$ cat src/rtl/bin_pixel_feeder_pkg.sv
// Shared definitions for the binarized-pixel feeder: VGA 640x480 timing constants,
// default FIFO word width, pixel colour convention and FSM state encoding.
package bin_pixel_feeder_pkg;

    localparam int unsigned H_SYNC  = 96;
    localparam int unsigned H_BP    = 48;
    localparam int unsigned H_ACT   = 640;
    localparam int unsigned H_TOTAL = 800;
    localparam int unsigned V_SYNC  = 2;
    localparam int unsigned V_BP    = 33;
    localparam int unsigned V_ACT   = 480;
    localparam int unsigned V_TOTAL = 525;

    localparam int unsigned DEFAULT_WORD_W = 16;

    typedef enum logic {
        PIX_WHITE = 1'b0,
        PIX_BLACK = 1'b1
    } pix_colour_e;

    typedef logic [0:0] state_t;
    localparam state_t ST_IDLE = 1'b0;
    localparam state_t ST_RUN  = 1'b1;

endpackage

$ cat src/rtl/bin_word_buf.sv
// Two-entry word buffer (cur/nxt) with same-cycle shift and capture, plus occupancy count.
module bin_word_buf import bin_pixel_feeder_pkg::*; #(
    parameter int unsigned WORD_W = DEFAULT_WORD_W
) (
    input  logic              i_clk,
    input  logic              i_rst,
    input  logic              i_clear,
    input  logic              i_shift,
    input  logic              i_capture,
    input  logic [WORD_W-1:0] i_data,
    output logic [WORD_W-1:0] o_cur_word,
    output logic              o_cur_vld,
    output logic [1:0]        o_occ
);

    logic [WORD_W-1:0] r_cur_word;
    logic              r_cur_vld;
    logic [WORD_W-1:0] r_nxt_word;
    logic              r_nxt_vld;

    logic [WORD_W-1:0] w_cur_word_post;
    logic              w_cur_vld_post;
    logic              w_nxt_vld_post;

    // Capture decisions are made against the buffer as it looks after this cycle's shift.
    always_comb begin
        w_cur_word_post = r_cur_word;
        w_cur_vld_post  = r_cur_vld;
        w_nxt_vld_post  = r_nxt_vld;
        if (i_shift) begin
            w_cur_word_post = r_nxt_word;
            w_cur_vld_post  = r_nxt_vld;
            w_nxt_vld_post  = 1'b0;
        end
    end

    always_ff @(posedge i_clk) begin
        if (i_rst) begin
            r_cur_word <= '0;
            r_cur_vld  <= 1'b0;
            r_nxt_word <= '0;
            r_nxt_vld  <= 1'b0;
        end else if (i_clear) begin
            r_cur_vld  <= 1'b0;
            r_nxt_vld  <= 1'b0;
        end else begin
            r_cur_word <= w_cur_word_post;
            r_cur_vld  <= w_cur_vld_post;
            r_nxt_vld  <= w_nxt_vld_post;
            if (i_capture) begin
                if (!w_cur_vld_post) begin
                    r_cur_word <= i_data;
                    r_cur_vld  <= 1'b1;
                end else begin
                    r_nxt_word <= i_data;
                    r_nxt_vld  <= 1'b1;
                end
            end
        end
    end

    assign o_cur_word = r_cur_word;
    assign o_cur_vld  = r_cur_vld;
    assign o_occ      = {1'b0, r_cur_vld} + {1'b0, r_nxt_vld};

endmodule

$ cat src/rtl/bin_pixel_feeder.sv
// Pops 1-bpp words from the pixel FIFO and serves one bit per VGA active pixel, flagging underflow.
// Define BIN_PIXEL_FEEDER_STATS_EN to add the saturating o_underflow_cnt output.
module bin_pixel_feeder import bin_pixel_feeder_pkg::*; #(
    parameter int unsigned WORD_W        = DEFAULT_WORD_W,
    parameter bit          MSB_FIRST     = 1'b1,
    parameter logic        UNDERFLOW_BIT = PIX_WHITE
) (
    input  logic              i_clk,
    input  logic              i_rst,
    input  logic              i_frame_start,
    input  logic              i_pix_req,
    input  logic              i_fifo_empty,
    input  logic [WORD_W-1:0] i_fifo_rdata,
    output logic              o_fifo_rd,
    output logic              o_pix_bit,
    output logic              o_underflow
`ifdef BIN_PIXEL_FEEDER_STATS_EN
    ,
    output logic [15:0]       o_underflow_cnt
`endif
);

    localparam int unsigned     IDX_W    = $clog2(WORD_W);
    localparam logic [IDX_W-1:0] LAST_IDX = IDX_W'(WORD_W - 1);

    state_t            r_state;
    logic [IDX_W-1:0]  r_bit_idx;
    logic              r_rd_pend;
    logic              r_drop;
    logic              r_underflow;

    logic              w_run;
    logic [WORD_W-1:0] w_cur_word;
    logic              w_cur_vld;
    logic [1:0]        w_occ;
    logic [1:0]        w_inflight;
    logic              w_fifo_rd;
    logic              w_consume;
    logic              w_shift;
    logic              w_capture;
    logic              w_uf_evt;
    logic [IDX_W-1:0]  w_sel_idx;

    bin_word_buf #(
        .WORD_W (WORD_W)
    ) u_word_buf (
        .i_clk      (i_clk),
        .i_rst      (i_rst),
        .i_clear    (i_frame_start),
        .i_shift    (w_shift),
        .i_capture  (w_capture),
        .i_data     (i_fifo_rdata),
        .o_cur_word (w_cur_word),
        .o_cur_vld  (w_cur_vld),
        .o_occ      (w_occ)
    );

    // Buffered words plus the one in flight never exceed two.
    assign w_run      = (r_state == ST_RUN);
    assign w_inflight = w_occ + {1'b0, r_rd_pend};
    assign w_fifo_rd  = w_run && !i_rst && !i_fifo_empty && !i_frame_start
                        && (w_inflight < 2'd2);

    assign w_consume  = w_run && !i_frame_start && i_pix_req && w_cur_vld;
    assign w_shift    = w_consume && (r_bit_idx == LAST_IDX);
    assign w_capture  = w_run && r_rd_pend && !r_drop;
    assign w_uf_evt   = w_run && !i_frame_start && i_pix_req && !w_cur_vld;

    assign w_sel_idx  = MSB_FIRST ? (LAST_IDX - r_bit_idx) : r_bit_idx;

    always_ff @(posedge i_clk) begin
        if (i_rst) begin
            r_state     <= ST_IDLE;
            r_bit_idx   <= '0;
            r_rd_pend   <= 1'b0;
            r_drop      <= 1'b0;
            r_underflow <= 1'b0;
        end else begin
            r_rd_pend <= w_fifo_rd;
            if (i_frame_start) begin
                r_state     <= ST_RUN;
                r_bit_idx   <= '0;
                r_drop      <= r_rd_pend;
                r_underflow <= 1'b0;
            end else begin
                r_drop <= 1'b0;
                if (w_consume) begin
                    r_bit_idx <= w_shift ? '0 : r_bit_idx + IDX_W'(1);
                end
                // A missing pixel is skipped: bit_idx holds, the flag sticks.
                if (w_uf_evt) begin
                    r_underflow <= 1'b1;
                end
            end
        end
    end

`ifdef BIN_PIXEL_FEEDER_STATS_EN
    logic [15:0] r_uf_cnt;

    always_ff @(posedge i_clk) begin
        if (i_rst || i_frame_start) begin
            r_uf_cnt <= '0;
        end else if (w_uf_evt && (r_uf_cnt != 16'hFFFF)) begin
            r_uf_cnt <= r_uf_cnt + 16'd1;
        end
    end

    assign o_underflow_cnt = r_uf_cnt;
`else
    // Without the stats option only the sticky flag reports underflow.
`endif

    assign o_fifo_rd   = w_fifo_rd;
    assign o_pix_bit   = w_cur_vld ? w_cur_word[w_sel_idx] : UNDERFLOW_BIT;
    assign o_underflow = r_underflow;

endmodule

$ cat config.mk
export PLATFORM = sky130hd
export DESIGN_NAME = bin_pixel_feeder
export DESIGN_NICKNAME = d
export VERILOG_FILES = /design/src/rtl/bin_pixel_feeder_pkg.sv /design/src/rtl/bin_word_buf.sv /design/src/rtl/bin_pixel_feeder.sv
export SDC_FILE = /design/constraint.sdc
export NUM_CORES = 1
export LEC_CHECK = 0
export BUFFER_PORTS_ARGS = -buffer_cell sky130_fd_sc_hd__buf_2
export CAP_MARGIN = 0
export CORE_MARGIN = 2
export CORE_UTILIZATION = 62
export DETAILED_ROUTE_END_ITERATION = 10
export MAX_ROUTING_LAYER = met4
export PLACE_DENSITY = 0.85
export REMOVE_ABC_BUFFERS = 1
export SETUP_SLACK_MARGIN = 0.4
export SLEW_MARGIN = 20
export SYNTH_ARGS = -nofsm -noshare
export SYNTH_HDL_FRONTEND = slang
export SYNTH_SLANG_ARGS = --single-unit
$ cat constraint.sdc
create_clock -name i_clk -period 4.15 [get_ports i_clk]
set_input_delay 0.415 -clock i_clk [delete_from_list [all_inputs] [get_ports i_clk]]
set_output_delay 0.415 -clock i_clk [all_outputs]
set_load 0.05 [all_outputs]
==> results.py, run 1 <==
metrics = {
    "timing": {
        "finalSetupViolCount": 0,
        "tns_ns": 0,
        "clock.fmax_ghz": 0.416,
        "fin_crit_ns": 2.40,
        "worst_pin_slew_ns": 1.11,
        "fin_skew_ns": 0.0135,
        "min_period_over_period": 0.579,
        "holdWs_ns": 0.236,
        "report.final.slew_viol_count": 0,
        "slew-limit-headroom": 0.258,
        "final_hold_viol_count": 0,
        "rsz0062_at_grt": "no",
    },
    "cts": {
        "cts_tree": "done",
        "cts_buffers": 5,
        "postCtsResizedCells": 0,
        "cts_hold_buffers": 0,
        "cts_buffer_depth": 2,
        "htreeDepth": 2,
        "clk_latency_ns": 0.35,
        "cts_root_buffer": "clkbuf_4",
        "postCtsSetupBuffers": 0,
        "clk_pin_slew_ns": 0.11,
        "cts_sinks": 42,
    },
    "grt": {
        "met2_usage": 0.353,
        "grt_pass1_vias": 1390,
        "gr-usage-met1": 0.252,
        "grt_pass1_wl_um": 6380,
        "grt.total_usage": 0.214,
        "grt_use_met3": 0.0688,
        "grt_max_degree": 21,
        "busiest_layer": "met2",
        "grt_remaining_overflow": 0,
        "antenna_found_initial": 0,
    },
    "critical_path": {
        "critPathSlowestCell": "dfxtp_1",
        "crit_family": "flip-flops",
        "critPathRequiredTime_ns": 3.73,
        "slowest_delay_ns": 0.55,
        "crit_type": "register to primary output",
        "reg2reg_setup_slack_ns": 1.76,
        "crit_chain": "mux4_2 > nand2b_1 > o2111ai_1 > o31ai_1 > buf_2",
        "r2r-start": "r_bit_idx[1]",
        "cp-start-kind": "register",
        "cp_max_fo": 8,
        "r2r_cells": 5,
        "worst-path-buf-inv": 1,
        "critPathCaptureType": "primary output",
        "arrival_ns": 1.99,
        "r2r_end": "u_word_buf.r_nxt_word[0]",
    },
    "synthesis": {
        "ys_ff_latch": 42,
        "synth-compound-area-share": 0.143,
        "avgSynthCellArea_um2": 10.4,
        "yosysWarnings": 0,
        "synthArstFlopShare": 0,
        "synthAdderAreaFrac": 0.0119,
        "synth_xor_area_frac": 0.00418,
        "synth_edf_count": 0,
        "yosys.area_share.simple": 0.152,
        "synth_mux_area_frac": 0.201,
        "yosysUniqueCellTypes": 41,
        "netlist_instances": 201,
        "synth_top_family_by_area": "multiplexers",
        "synth-main-ff-cell": "dfxtp_1",
        "netlist_area_um2": 2090,
        "yosysSeqAreaShare": 0.401,
    },
    "flow_run": {
        "cap_violations": 0,
    },
    "power_and_ir_drop": {
        "p_seq_frac": 0.623,
        "p_sw_uw": 155,
        "total_power_uw": 654,
        "switching_share": 0.236,
        "internal_power_uw": 500,
        "peakVddDrop_v": 0.000221,
        "pwr-share-clk": 0.321,
        "comb_power_share": 0.056,
        "p_leak_uw": 0.000938,
        "p_per_area_nw_per_um2": 295,
    },
    "die": {
        "die_h_um": 62.1,
        "fp.dieW_um": 62.1,
        "initial_core_util": 0.638,
        "row_count": 21,
        "die_area_um2": 3860,
        "coreArea_um2": 3280,
        "pin_count": 24,
    },
    "place": {
        "globalplace.congestion": 0.841,
        "placed_cells": 258,
        "port_buffers": 23,
        "dp_hpwl_um": 2610,
    },
    "final_layout": {
        "drive_gt1_frac": 0.255,
        "instances_no_fill": 266,
        "area_growth_syn_to_layout_pct": 6.09,
        "n_antenna_cell": 0,
        "final_util": 0.677,
        "num-nets-final": 242,
    },
    "run_status": {
        "outcome": "complete, no violations",
    },
    "worst_hold_path": {
        "min_from": "i_fifo_empty",
        "min_path_type": "input port to register",
        "whs_path_depth": 2,
        "holdPathEnd": "r_rd_pend",
    },
    "drt": {
        "wl_per_cell_um": 14.2,
        "drt_iter0_drc": 116,
        "wirelength_um": 3770,
        "drc": 0,
        "drtPass1Iterations": 4,
        "antenna_left": 0,
        "vias": 1496,
        "vias_per_cell": 5.62,
    },
}
==> worst max-delay path by stage <==
stage,start,endpoint,slack [ns],cells past startpoint
4_1_cts,r_bit_idx[1],o_pix_bit,1.74,5
5_1_grt,r_bit_idx[1],u_word_buf.r_nxt_word[11],1.58,5
3_3_place_gp,r_bit_idx[1],u_word_buf.r_nxt_word[15],1.83,5
2_1_floorplan,i_frame_start,o_fifo_rd,1.45,2
6_report,r_bit_idx[1],o_pix_bit,1.75,5
3_5_place_dp,r_bit_idx[1],u_word_buf.r_nxt_word[10],1.78,5
==> cell usage after synthesis (2+ instances only) <==
cell type	count	share of area
buf_6	4	0.022
dfxtp_1	42	0.40
mux4_2	4	0.043
nand3b_1	2	0.0072
nor2_1	20	0.036
a21oi_1	5	0.012
clkbuf_1	3	0.0054
nor4_1	2	0.0060
mux2i_1	33	0.16
o221ai_2	10	0.072
nand2_1	24	0.043
o221ai_1	6	0.025
ha_1	2	0.012
inv_1	17	0.030
==> placed cells by master, fill, tap and decap left out, types with 2 or more instances in the layout <==
master and n:
dfxtp_1 42, mux2i_1 33, nand2_1 24, buf_2 23, nor2_1 20, inv_1 17
o221ai_2 10, o221ai_1 6, a21oi_1 5, clkbuf_4 5, mux4_2 4, nor4_1 2
nand3b_1 2, ha_1 2
==> registers in the layout, summed over array words and instances, names as in the netlist <==
name                   cells
r_rd_pend                  1
u_word_buf.r_nxt_word     16
u_word_buf.r_nxt_vld       1
r_bit_idx                  4
u_word_buf.o_cur_word     16
r_state                    1
r_drop                     1
u_word_buf.o_cur_vld       1
o_underflow                1
==> final cells by class <==
cell class,count,area [µm²]
clock buffers,7,55.1
clock inverters,1,5.00
fillers,275,1060
inverters,17,63.8
multi-input cells,130,1080
flip-flops and latches,42,841
well taps,46,57.6
repair buffers,23,115
==> kinds of logic (layout without fill, tap and decap cells) <==
family                     count (synthesis)  in the layout
DFF                                       42             42
muxes                                     37             37
AOI/OAI and AO/OA                         29             29
buffers and inverters                     29             48
xor gates and xnor gates                   1              1
and+or+nand+nor                           61             61
adders and majority gates                  2              2
==> per-layer routing <==
| layer | up-vias | routed length (µm) |
|---|---|---|
| met3 | 4 | 142 |
| met2 | 29 | 1870 |
| met4 | 0 | 44 |
| li1 | 750 | - |
| met5 | - | 0 |
| met1 | 713 | 1710 |
==> metrics by stage <==
stage,setup slack [ns],cell area [µm²]
3_5_place_dp,1.78,2160
5_1_grt,1.58,2220
2_1_floorplan,1.45,1980
4_1_cts,1.74,2220
6_report,1.75,2220
3_3_place_gp,1.83,2160
==> power by group through the flow <==
stage | Sequential, µW | Combinational (µW) | Clock [µW]
4_1_cts | 408 | 36.8 | 215
6_report | 407 | 36.7 | 210
3_5_place_dp | 417 | 36.6 | 0
3_3_place_gp | 417 | 35.6 | 0
5_1_grt | 408 | 40.3 | 234
2_1_floorplan | 417 | 15.8 | 0
Note: power is estimated with default switching activity, not from simulation.
==> run 2: changes to the inputs <==
Settings changed: CORE_UTILIZATION 62 to 52, PLACE_DENSITY 0.85 to 0.76.
Clock period 4.15 ns to 1.9 ns, I/O delays scaled along.
==> run 2 against run 1 <==
Compared with the run above:
- the run now ends with setup timing left
- die area up 18%
- sequential share of layout area fell by 5.2 points
- critical path depth stayed put
- count of clock-buffer cells in the layout down 1
- first-iteration DRC count down 50%
- largest cell class unchanged
==> results.py, run 2 (same netlist as run 1, synthesis figures left out) <==
metrics = {
    "grt": {
        "grt_max_degree": 20,
        "grt_pass1_wl_um": 6900,
        "grt_remaining_overflow": 0,
        "grt_pass1_vias": 1455,
        "antenna_found_initial": 0,
        "grt.total_usage": 0.215,
    },
    "critical_path": {
        "crit_chain": "buf_6 > mux4_2 > o2111ai_2 > o31ai_2 > buf_6",
        "crit_family": "multiplexers",
        "reg2reg_setup_slack_ns": 0.19,
        "crit_path_frequent_cell": "buf_6",
        "critPathCaptureType": "primary output",
        "startpoint": "r_bit_idx[1]",
        "slowest_delay_ns": 0.52,
        "worst-path-buf-inv": 2,
        "r2r_end": "u_word_buf.o_cur_word[4]",
        "crit_type": "register to primary output",
        "cp_max_fo": 5,
        "critPathSlowestCell": "mux4_2",
        "arrival_ns": 1.77,
        "critPathRequiredTime_ns": 1.71,
        "r2r-start": "r_bit_idx[1]",
        "r2r_cells": 7,
        "cp-start-kind": "register",
        "setup.worst_path.end": "o_pix_bit",
        "cp_num_cells": 5,
    },
    "place": {
        "place_ws_ns": 0.187,
        "globalplace.congestion": 0.843,
        "dp_hpwl_um": 3070,
        "port_buffers": 23,
    },
    "die": {
        "coreArea_um2": 3940,
        "die_area_um2": 4550,
        "pin_count": 24,
        "fp.dieW_um": 67.5,
        "initial_core_util": 0.531,
        "row_count": 23,
        "die_h_um": 67.5,
    },
    "cts": {
        "clk_pin_slew_ns": 0.08,
        "clk_latency_ns": 0.30,
        "cts_tree": "done",
        "cts_sinks": 42,
        "cts_buffers": 5,
        "cts_root_buffer": "clkbuf_8",
        "htreeDepth": 2,
        "cts_hold_buffers": 0,
        "cts_buffer_depth": 2,
    },
    "final_layout": {
        "final_cell_mix": "dfxtp_1 (35), mux2i_1 (32), nand2_1 (22)",
        "n_antenna_cell": 0,
        "num-nets-final": 262,
        "final_common_cell": "dfxtp_1",
        "drive_gt1_frac": 0.400,
        "area_growth_syn_to_layout_pct": 25.0,
    },
    "worst_hold_path": {
        "whs_path_depth": 2,
        "min_path_type": "input port to register",
    },
    "run_status": {
        "outcome": "complete, but fails checks",
        "violations": "setup timing",
    },
    "timing": {
        "tns_ns": -0.0556,
        "fin_crit_ns": 1.96,
        "finalSetupViolCount": 1,
        "min_period_over_period": 1.03,
        "holdWs_ns": 0.0658,
        "slew-limit-headroom": 0.782,
        "report.final.slew_viol_count": 0,
        "setup_ws_ns": -0.0556,
        "rsz0062_at_grt": "yes",
        "clock.fmax_ghz": 0.511,
        "worst_pin_slew_ns": 0.326,
        "final_hold_viol_count": 0,
        "fin_skew_ns": 0.00834,
    },
    "drt": {
        "drc": 0,
        "vias": 1650,
        "wirelength_um": 5030,
        "drtPass1Iterations": 4,
        "wl_per_cell_um": 17.4,
        "antenna_left": 0,
        "drt_iter0_drc": 58,
        "vias_per_cell": 5.69,
    },
    "power_and_ir_drop": {
        "total_power_uw": 1590,
        "peakVddDrop_v": 0.000354,
        "p_leak_uw": 0.00108,
        "p_per_area_nw_per_um2": 609,
    },
    "flow_run": {
        "cap_violations": 0,
    },
}
==> run 2: stage by stage <==
step	util	instance area [µm²]	std cells
after floorplan	-	1980	189
after global placement	0.576	2270	276
after detailed placement	0.576	2270	276
after CTS	0.615	2420	285
after global routing	0.664	2620	290
final	0.664	2620	290
==> run 2: per-layer routing <==
layer,share of wire,vias up,GRT usage,wire length [µm]
met5,0,-,-,0
met1,0.41,806,0.248,2080
met3,0.040,10,0.0567,202
met4,0.021,0,0.115,104
li1,-,795,-,-
met2,0.53,39,0.341,2650
==> run 2: worst register-to-register path: cells and delay by family, from the launching register on <==
kind            cells  cell delay (ns)
compound gates      3             0.70
fa+ha+maj           1             0.14
buf+inv             2             0.27
flops               1             0.36
simple gates        1             0.13
==> run 2: repair_timing <==
action,CTS,global route
pin swaps,0,5
setup endpoints to repair,35,36
gates cloned,0,1
resized for setup,14,28
setup buffers,1,4
==> run 2: cell type report <==
type | count | area, µm²
Multi-Input combinational cell | 130 | 1200
Sequential cell | 42 | 855
Clock inverter | 2 | 12.5
Inverter | 17 | 63.8
Tap cell | 50 | 62.6
Timing Repair Buffer | 43 | 345
Clock buffer | 6 | 82.6
Fill cell | 285 | 1320
==> run 2: worst min-delay path by stage <==
stage,start,slack [ns],end
6_report,i_fifo_empty,0.07,r_rd_pend
5_1_grt,i_fifo_empty,0.06,r_rd_pend
2_1_floorplan,i_rst,0.26,u_word_buf.r_nxt_vld
3_5_place_dp,i_fifo_empty,0.38,r_rd_pend
3_3_place_gp,i_fifo_empty,0.37,r_rd_pend
4_1_cts,i_fifo_empty,0.06,r_rd_pend
==> run 2: power breakdown <==
group	total [µW]	switching (µW)	internal, µW	leakage (µW)
Sequential	886	4.58	881	0.000342
Combinational	110	64.7	45.4	0.000688
Clock	599	307	292	0.0000472
